==> src/rtl/rf_write_sequencer_pkg.sv <==
// Shared definitions for the register-file write sequencer: request kinds, port write modes,
// fixed register indices, the request record and the busy-mask helper.
package rf_write_sequencer_pkg;

  typedef enum logic [1:0] {
    RF_WR_FULL = 2'd0,
    RF_WR_HI16 = 2'd1,
    RF_WR_LO16 = 2'd2,
    RF_WR_WIDE = 2'd3
  } rf_wr_kind_e;

  localparam logic [1:0] RF_MODE_FULL = 2'd0;
  localparam logic [1:0] RF_MODE_HI16 = 2'd1;
  localparam logic [1:0] RF_MODE_LO16 = 2'd2;
  localparam logic [1:0] RF_MODE_R11  = 2'd3;

  localparam int unsigned RF_R10 = 10;
  localparam int unsigned RF_R11 = 11;

  typedef struct packed {
    rf_wr_kind_e kind;
    logic [4:0]  addr;
    logic [63:0] data;
  } rf_req_t;

  typedef enum logic [1:0] {
    StIdle,
    StIssue,
    StWideLo
  } rfws_state_e;

  // Registers a queued request will eventually write.
  function automatic logic [15:0] rf_busy_mask(rf_req_t req);
    logic [15:0] mask;
    mask = '0;
    unique case (req.kind)
      RF_WR_FULL: if (!req.addr[4]) mask[req.addr[3:0]] = 1'b1;
      RF_WR_HI16, RF_WR_LO16: mask[RF_R10] = 1'b1;
      RF_WR_WIDE: begin
        mask[RF_R10] = 1'b1;
        mask[RF_R11] = 1'b1;
      end
      default: mask = '0;
    endcase
    return mask;
  endfunction

endpackage

==> src/rtl/rfws_fifo.sv <==
// Synchronous request FIFO; exposes head, occupancy and per-slot valid bits so the
// scoreboard can inspect every queued entry.
module rfws_fifo
  import rf_write_sequencer_pkg::*;
#(
  parameter int unsigned DEPTH = 2
) (
  input  logic                     clk,
  input  logic                     reset,
  input  logic                     push,
  input  rf_req_t                  push_data,
  input  logic                     pop,
  output rf_req_t                  head,
  output logic [$clog2(DEPTH):0]   count,
  output logic [DEPTH-1:0]         entry_valid,
  output rf_req_t [DEPTH-1:0]      entries
);

  localparam int unsigned PtrW = $clog2(DEPTH);
  localparam int unsigned CntW = PtrW + 1;

  rf_req_t [DEPTH-1:0] mem_q;
  logic [PtrW-1:0]     wr_ptr_q, rd_ptr_q;
  logic [CntW-1:0]     count_q;
  logic [PtrW-1:0]     offset;

  always_ff @(posedge clk) begin
    if (reset) begin
      wr_ptr_q <= '0;
      rd_ptr_q <= '0;
      count_q  <= '0;
    end else begin
      if (push) wr_ptr_q <= wr_ptr_q + PtrW'(1);
      if (pop)  rd_ptr_q <= rd_ptr_q + PtrW'(1);
      count_q <= count_q + CntW'(push) - CntW'(pop);
    end
  end

  // Storage needs no reset: slots are only observed through entry_valid.
  always_ff @(posedge clk) begin
    if (push) mem_q[wr_ptr_q] <= push_data;
  end

  always_comb begin
    offset      = '0;
    entry_valid = '0;
    for (int i = 0; i < DEPTH; i++) begin
      offset         = PtrW'(i) - rd_ptr_q;
      entry_valid[i] = {1'b0, offset} < count_q;
    end
  end

  assign head    = mem_q[rd_ptr_q];
  assign count   = count_q;
  assign entries = mem_q;

endmodule

==> src/rtl/rf_write_sequencer.sv <==
// Serialises buffered write-back requests onto the single register-file write port.
// Optional busy scoreboard enabled by defining RFWS_SCOREBOARD_EN.
module rf_write_sequencer
  import rf_write_sequencer_pkg::*;
#(
  parameter int unsigned DEPTH = 2
) (
  input  logic        clk,
  input  logic        reset,
  input  logic        req_valid,
  output logic        req_ready,
  input  logic [1:0]  req_kind,
  input  logic [4:0]  req_addr,
  input  logic [63:0] req_data,
  output logic        rf_we,
  output logic [1:0]  rf_control,
  output logic [4:0]  rf_addr,
  output logic [31:0] rf_data,
  output logic        err_addr,
  output logic [15:0] busy,
  output logic        idle
);

  localparam int unsigned CntW = $clog2(DEPTH) + 1;

  rfws_state_e          state_q, state_d;
  rf_req_t              push_req, head;
  rf_req_t [DEPTH-1:0]  entries;
  logic [DEPTH-1:0]     entry_valid;
  logic [CntW-1:0]      count, count_left;
  logic                 push, pop;

  assign push_req.kind = rf_wr_kind_e'(req_kind);
  assign push_req.addr = req_addr;
  assign push_req.data = req_data;

  assign req_ready = count < CntW'(DEPTH);
  assign push      = req_valid && req_ready;

  rfws_fifo #(
    .DEPTH (DEPTH)
  ) u_fifo (
    .clk         (clk),
    .reset       (reset),
    .push        (push),
    .push_data   (push_req),
    .pop         (pop),
    .head        (head),
    .count       (count),
    .entry_valid (entry_valid),
    .entries     (entries)
  );

  always_ff @(posedge clk) begin
    if (reset) state_q <= StIdle;
    else       state_q <= state_d;
  end

  always_comb begin
    state_d    = state_q;
    pop        = 1'b0;
    rf_we      = 1'b0;
    rf_control = RF_MODE_FULL;
    rf_addr    = '0;
    rf_data    = '0;
    err_addr   = 1'b0;
    count_left = '0;
    unique case (state_q)
      // A same-cycle push moves straight to ISSUE so a fresh request writes next cycle.
      StIdle: if (push || count != '0) state_d = StIssue;
      StIssue: begin
        unique case (head.kind)
          RF_WR_FULL: begin
            pop = 1'b1;
            if (head.addr[4]) begin
              err_addr = 1'b1;
            end else begin
              rf_we   = 1'b1;
              rf_addr = head.addr;
              rf_data = head.data[31:0];
            end
          end
          RF_WR_HI16: begin
            pop        = 1'b1;
            rf_we      = 1'b1;
            rf_control = RF_MODE_HI16;
            rf_data    = head.data[31:0];
          end
          RF_WR_LO16: begin
            pop        = 1'b1;
            rf_we      = 1'b1;
            rf_control = RF_MODE_LO16;
            rf_data    = head.data[31:0];
          end
          RF_WR_WIDE: begin
            rf_we      = 1'b1;
            rf_control = RF_MODE_R11;
            rf_addr    = 5'(RF_R11);
            rf_data    = head.data[63:32];
            state_d    = StWideLo;
          end
          default: state_d = StIdle;
        endcase
      end
      StWideLo: begin
        pop        = 1'b1;
        rf_we      = 1'b1;
        rf_control = RF_MODE_FULL;
        rf_addr    = 5'(RF_R10);
        rf_data    = head.data[31:0];
      end
      default: state_d = StIdle;
    endcase
    if (pop) begin
      count_left = count + CntW'(push) - CntW'(1);
      state_d    = (count_left != '0) ? StIssue : StIdle;
    end
  end

  assign idle = (count == '0) && (state_q == StIdle);

`ifdef RFWS_SCOREBOARD_EN
  always_comb begin
    busy = '0;
    for (int i = 0; i < DEPTH; i++) begin
      if (entry_valid[i]) busy = busy | rf_busy_mask(entries[i]);
    end
  end
`else
  logic unused_sb;
  assign unused_sb = ^{entry_valid, entries};
  assign busy      = 16'h0000;
`endif

endmodule
==> config.mk <==
export PLATFORM = sky130hd
export DESIGN_NAME = rf_write_sequencer
export DESIGN_NICKNAME = d
export VERILOG_FILES = /design/src/rtl/rf_write_sequencer_pkg.sv /design/src/rtl/rfws_fifo.sv /design/src/rtl/rf_write_sequencer.sv
export SDC_FILE = /design/constraint.sdc
export NUM_CORES = 1
export LEC_CHECK = 0
export ABC_AREA = 0
export BUFFER_PORTS_ARGS = -buffer_cell sky130_fd_sc_hd__buf_2
export CORE_MARGIN = 2
export CORE_UTILIZATION = 49
export CTS_CLUSTER_DIAMETER = 40
export DETAILED_ROUTE_END_ITERATION = 6
export GPL_ROUTABILITY_DRIVEN = 0
export PLACE_DENSITY = 0.85
export SLEW_MARGIN = 0
export SYNTH_ARGS = -nofsm -noshare
export SYNTH_HDL_FRONTEND = slang
export SYNTH_SLANG_ARGS = --single-unit
export TNS_END_PERCENT = 5
==> constraint.sdc <==
create_clock -name clk -period 5.28 [get_ports clk]
set_input_delay 0 -clock clk [delete_from_list [all_inputs] [get_ports clk]]
set_output_delay 0 -clock clk [all_outputs]
set_load 0.01 [all_outputs]
==> Word-level counts from Yosys, hierarchy flattened <==
Cells that the tools add are included.
{ "totals": {"ff_bits": 148, "input_bits": 74} }
{ "op_classes": {"addsub": 5, "n_lt_le_gt_ge": 4, "eq_ne": 8, "muxes": 26, "n_reduce_logical": 13} }
{ "op_table": {"columns": ["operator", "n"], "rows": [
  ["$mux W71", 3],
  ["$bwmux W142", 1],
  ["$pmux W32 S3", 1],
  ["$demux W71 S1", 1],
  ["$pmux W32 S2", 1],
  ["$mux W32", 1],
  ["$pmux W4 S2", 2],
  ["$pmux W2 S3", 2],
  ["$mux W2", 4],
  ["$eq A2 B2 Y1 const B", 3],
  ["$logic_not A2 Y1", 3],
  ["$mux W1", 6],
  ["$ne A3 B2 Y1 const B", 2],
  ["$pmux W1 S2", 3],
  ["$reduce_or A3 Y1", 2],
  ["$eq A2 B1 Y1 const B", 2],
  ["$lt A1 B2 Y1 const B", 2],
  ["$mux W4", 1],
  ["$reduce_bool A2 Y1", 2],
  ["$logic_and A1 B1 Y1", 3],
  ["$reduce_and A3 Y1", 1],
  ["$add A1 B1 Y1 const B", 2],
  ["$add A2 B1 Y2", 1],
  ["$lt A2 B2 Y1 const B", 1],
  ["other kinds (6)", 6]
]} }

==> Depth between registers and ports, before layout <==
{ "logic_depth": {"depth_word": 8, "ltp_mapped": 10, "depth_no_buf": 8} }

==> Hierarchy <==
A second synthesis with hierarchy kept.
{ "hier_totals": {"cells_unflattened": 359, "area_unflattened_um2": 6506.2} }
{ "modules_own_cells": {"columns": ["mod", "n_inst", "cells_each", "area_each_um2", "seq_area_each_um2"], "rows": [
  ["rfws_fifo", 1, 241, 5560.3, 4344.2],
  ["rf_write_sequencer", 1, 118, 945.9, 40.0]
]} }

==> Worst setup path before layout <==
OpenSTA, ideal clock, no wires.
{ "synth_timing": {"path_kind": "register to register", "from": "reg, netlist name u_fifo.wr_ptr_q", "to": "reg u_fifo.mem_q, in the netlist u_fifo.entries[0] (enable)", "setup_time_ps": 587, "arrival_ps": 5161, "required_time_ps": 4693, "path_slack_ps": -468, "stages_incl_launch_ff": 2, "path_buffers": 0, "cell_sequence": "dfxtp_1 > nor3_1"} }
{ "synth_lines": {"columns": ["item", "line", "rtl"], "rows": [
  ["end signal: indexed assignment", "rfws_fifo.sv:41", "if (push) mem_q[wr_ptr_q] <= push_data;"],
  ["end: declaration", "rfws_fifo.sv:22", "rf_req_t [DEPTH-1:0] mem_q;"]
]} }

==> Final worst setup path <==
{ "layout_timing": {"from": "reg u_fifo.rd_ptr_q", "to": "out rf_data[6]"} }
{ "layout_via": {"elab_chain_len": 6} }
{ "layout_rtl": {"columns": ["item", "line", "rtl"], "rows": [
  ["start: declaration", "rfws_fifo.sv:23", "logic [PtrW-1:0] wr_ptr_q, rd_ptr_q;"],
  ["start signal: assignment", "rfws_fifo.sv:34", "if (pop) rd_ptr_q <= rd_ptr_q + PtrW'(1);"],
  ["$mux W71 (not written as such) (*) (2 in a row)", "rfws_fifo.sv:53", "assign head = mem_q[rd_ptr_q];"],
  ["$eq A2 B2 Y1 or $eq A2 B1 Y1 (tied branches)", "rf_write_sequencer.sv:72", "unique case (head.kind)"],
  ["$reduce_or A2 Y1 (no source line)", null, null],
  ["$pmux W32 S3", "rf_write_sequencer.sv:72", null],
  ["$pmux W32 S2 (*)", "rf_write_sequencer.sv:68", "unique case (state_q)"],
  ["end: declaration", "rf_write_sequencer.sv:18", "output logic [31:0] rf_data,"]
]} }
Every way passes the cells marked *; elsewhere a longest branch is shown, timed or not. The select of a mux whose other input is x is not followed.

==> qor.log <==
qor: drt.detailroute.via_count 3,634
qor: power_and_ir_drop.combinationalPowerShare 23.0%
qor: clocking.cts.clk_slew.worst_paths 60 ps
qor: logic_synthesis.synth_compound_gate_area_share 8.080%
qor: logic_synthesis.synth-simple-area-share 2.163%
qor: sta.period_needed 3087 ps
qor: logic_synthesis.synth_enable_flop_cells 142
qor: floorplan.floorplan.io_pins 133
qor: logic_synthesis.mappedNetlistArea 6132 um^2
qor: power_and_ir_drop.power_frac_seq 44.4%
qor: power_and_ir_drop.cell_area_power_density 448.3 nW/um^2
qor: logic_synthesis.synthesized_netlist_cell_count 343
qor: floorplan.floorplan.die_area 13,430 um^2
qor: hold_path.worstHoldPathCells 5
qor: layout.fillers 844
qor: power_and_ir_drop.total_leakage_power 2.995 nW
qor: drt.total_wirelength_of_the_detailed_routed_design 12.23 mm
qor: logic_synthesis.synth_adder_area_share 1.836%
qor: logic_synthesis.synthXorXnorAreaFrac 0.5713%
qor: setup_path.timing.reg2reg.worst_path_depth 8
qor: layout.synthToLayoutAreaGrowth 32.63%
qor: drt.ant_nets 0
qor: clocking.tritoncts built
qor: floorplan.die_w 115.9 um
qor: power_and_ir_drop.vdd.ir_drop.worst 0.2801 mV
qor: drt.drt_first_pass_iters 6
qor: power_and_ir_drop.power_switching 1.013 mW
qor: logic_synthesis.synth_async_sr_flop_share 0%
qor: sta.tightest_slew 1200 ps
qor: sta.max_freq 0.3240 GHz
qor: placement.post-dp-hpwl 6.773 mm
qor: floorplan.vertical_extent_of_the_die 115.9 um
qor: logic_synthesis.synth.ff_latch_count 148
qor: logic_synthesis.yosys_warnings 0
qor: drt.drt_iter0_markers 255
qor: layout.multiInputGateArea 1584 um^2
qor: sta.totalNegativeSetupSlack 0 ps
qor: power_and_ir_drop.power_report.internal_total 2.632 mW
qor: global_route.grtUsageTotal 19.05%
qor: drt.route.detailed.drc 0
qor: layout.fin_area 8133 um^2
qor: placement.place_area 6822 um^2
qor: clocking.cts.htree.levels 4
qor: layout.layout.area.seq 4388 um^2
qor: clocking.cts.sinks 148
qor: clocking.clk_root_buffer_cell sky130_fd_sc_hd__clkbuf_16
qor: sta.rsz_0062_raised_after_global_routing false
qor: layout.post_route_cells_drive_above_1_share 34.12%
qor: layout.layout.nets 621
qor: sta.hold_violations 0
qor: setup_path.critical_path_class reg -> out
qor: setup_path.critical_path.max_fanout 17
qor: drt.drt-vias-per-instance 5.054
qor: setup_path.cp-start-kind flop
qor: logic_synthesis.dominantRegCellSynth sky130_fd_sc_hd__edfxtp_1
qor: setup_path.crit_arrival 3090 ps
qor: logic_synthesis.post_synth_mux_area_share 11.73%
qor: logic_synthesis.synth_top_family_by_area multiplexers
qor: power_and_ir_drop.p_sw_share 27.80%
qor: floorplan.design.core.area 12,110 um^2
qor: layout.antenna-diode-count 0
qor: sta.finalSetupViolations 0
qor: logic_synthesis.ys_seq_area_share 71.50%
qor: floorplan.initial_core_util 50.63%
qor: clocking.number_of_buffers_inserted_to_repair_setup_after_cts 0
qor: sta.max_slew_margin 19.98%
qor: clocking.cts-root-to-sink-buffers 2
qor: global_route.first_pass_grt_wire_length 18.78 mm
qor: global_route.largest_net_degree_at_the_start_of_global_routing 72
qor: power_and_ir_drop.clkPwrFrac 32.5%
qor: flow_run.number_of_maximum_capacitance_constraint_violations 0
qor: setup_path.endpoint_kind_of_the_worst_setup_timing_path primary output
qor: global_route.initial_antenna_violation_count 0
qor: status.outcome complete, no violations
qor: sta.timing_max_transition_violations_final 0
qor: placement.number_of_port_buffers 115
qor: sta.finalClockSkew 5.106 ps
qor: clocking.cts_made_buffers 17
qor: global_route.grt-ovfl-total 0
qor: global_route.grt_pass1_vias 3,833
qor: clocking.clkLatencyLatePin 420 ps
qor: logic_synthesis.synthesis.area_per_instance 17.88 um^2
qor: logic_synthesis.post_synth_num_cell_types 40
qor: setup_path.worstPathRequired 5280 ps
qor: hold_path.hold_path_class in -> reg
qor: drt.wl_per_cell 17.01 um
qor: floorplan.row_count 40
qor: sta.post-route-period-util 58.46%
qor: sta.worst_hold_slack 150.7 ps
layout by cell type, fill, tap and decap left out, types with 4 or more instances in the layout:
master,instances
sky130_fd_sc_hd__clkbuf_16,17
sky130_fd_sc_hd__o22ai_2,30
sky130_fd_sc_hd__a21oi_1,6
sky130_fd_sc_hd__dfxtp_1,5
sky130_fd_sc_hd__inv_1,9
sky130_fd_sc_hd__clkinvlp_4,4
sky130_fd_sc_hd__ha_1,9
sky130_fd_sc_hd__conb_1,17
sky130_fd_sc_hd__buf_4,4
sky130_fd_sc_hd__dlygate4sd3_1,72
sky130_fd_sc_hd__edfxtp_1,142
sky130_fd_sc_hd__clkinv_2,4
sky130_fd_sc_hd__buf_2,115
sky130_fd_sc_hd__mux2i_1,67
sky130_fd_sc_hd__nor2_1,8
metrics by stage:
stage | worst slack (ps) | instances | utilization (%) | power, mW
after floorplan | 1691 | 359 | - | 2.228
after global placement | 2740 | 615 | 56.32 | 2.409
after detailed placement | 2585 | 615 | 56.32 | 2.446
after CTS | 2096 | 719 | 67.15 | 3.673
after global routing | 1924 | 719 | 67.15 | 3.809
final | 2193 | 719 | 67.15 | 3.646
metal layers:
layer	GRT usage (%)	routed length, um	part of all wire, %
met1	20.52	4778	39
met2	34.39	6554	54
met3	6.328	676	5.5
met4	7.937	221	1.8
met5	0	0	0
synthesized netlist by cell type (2+ instances only):
cell type,count,share of area (%)
sky130_fd_sc_hd__buf_4,17,2.1
sky130_fd_sc_hd__xnor2_1,3,0.43
sky130_fd_sc_hd__mux2i_1,67,11
sky130_fd_sc_hd__inv_1,9,0.55
sky130_fd_sc_hd__o21ai_1,2,0.16
sky130_fd_sc_hd__clkbuf_1,5,0.31
sky130_fd_sc_hd__ha_1,9,1.8
sky130_fd_sc_hd__o21a_1,2,0.24
sky130_fd_sc_hd__edfxtp_1,142,70
sky130_fd_sc_hd__dfxtp_1,6,2.0
sky130_fd_sc_hd__mux2_2,3,0.55
sky130_fd_sc_hd__buf_2,4,0.33
sky130_fd_sc_hd__a21oi_1,6,0.49
sky130_fd_sc_hd__buf_6,4,0.73
sky130_fd_sc_hd__o22ai_1,2,0.20
sky130_fd_sc_hd__nand2_1,2,0.12
sky130_fd_sc_hd__o22ai_2,30,6.1
sky130_fd_sc_hd__nor2_1,8,0.49
cell type report:
type	instances	area share (%)
clock buffers	18	5.277
multi-input cells	171	19.48
flip-flops and latches	148	53.95
repair buffers	191	16.31
inverters	9	0.4154
clock inverters	14	1.985
well taps	168	2.585
worst paths after layout:
path | start | endpoint | slack, ps
hold reg to reg | state_q[1]$_SDFFE_PP0P_ | state_q[1]$_SDFFE_PP0P_ | 580
hold / removal | req_valid | u_fifo.wr_ptr_q$_SDFFE_PP0P_ | 150
setup / recovery | u_fifo.rd_ptr_q$_SDFFE_PP0P_ | rf_data[6] | 2190
setup reg to reg | u_fifo.rd_ptr_q$_SDFFE_PP0P_ | u_fifo.count[1]$_SDFF_PP0_ | 3310
registers in the layout, summed over array words and instances, names as in the netlist:
signal	flops
u_fifo.wr_ptr_q	1
u_fifo.count	2
u_fifo.entries	142
u_fifo.rd_ptr_q	1
state_q	2
critical path, cell delays in order, from the launching register on:
cell	delay [ps]
sky130_fd_sc_hd__dfxtp_4	380
sky130_fd_sc_hd__mux2i_1	370
sky130_fd_sc_hd__ha_1	230
sky130_fd_sc_hd__inv_1	120
sky130_fd_sc_hd__a21o_1	230
sky130_fd_sc_hd__o221ai_4	560
sky130_fd_sc_hd__buf_4	420
sky130_fd_sc_hd__o22ai_1	150
sky130_fd_sc_hd__buf_2	180
kinds of logic (layout without fill, tap and decap cells):
family	count (synthesis)	count (layout)
AO/OA/AOI/OAI	48	48
XOR/XNOR	4	4
adder cells (fa/ha/maj)	9	9
buffers and inverters	40	232
flip-flops	148	148
multiplexers	71	71
other	1	17
AND/OR/NAND/NOR	22	22
power by group through the flow:
stage | Combinational, mW | Sequential [mW] | Clock, mW
6_report | 0.840 | 1.62 | 1.19
5_1_grt | 0.920 | 1.64 | 1.25
4_1_cts | 0.849 | 1.62 | 1.21
3_5_place_dp | 0.803 | 1.64 | 0
3_3_place_gp | 0.781 | 1.63 | 0
2_1_floorplan | 0.598 | 1.63 | 0
repair_timing:
item                                    4_1_cts  5_1_grt
endpoints found under the setup margin        0        0
gates resized for setup                       0        0
hold buffers                                 72        0
hold endpoints to repair                    148        0
Power figures use the tool's default switching activity.
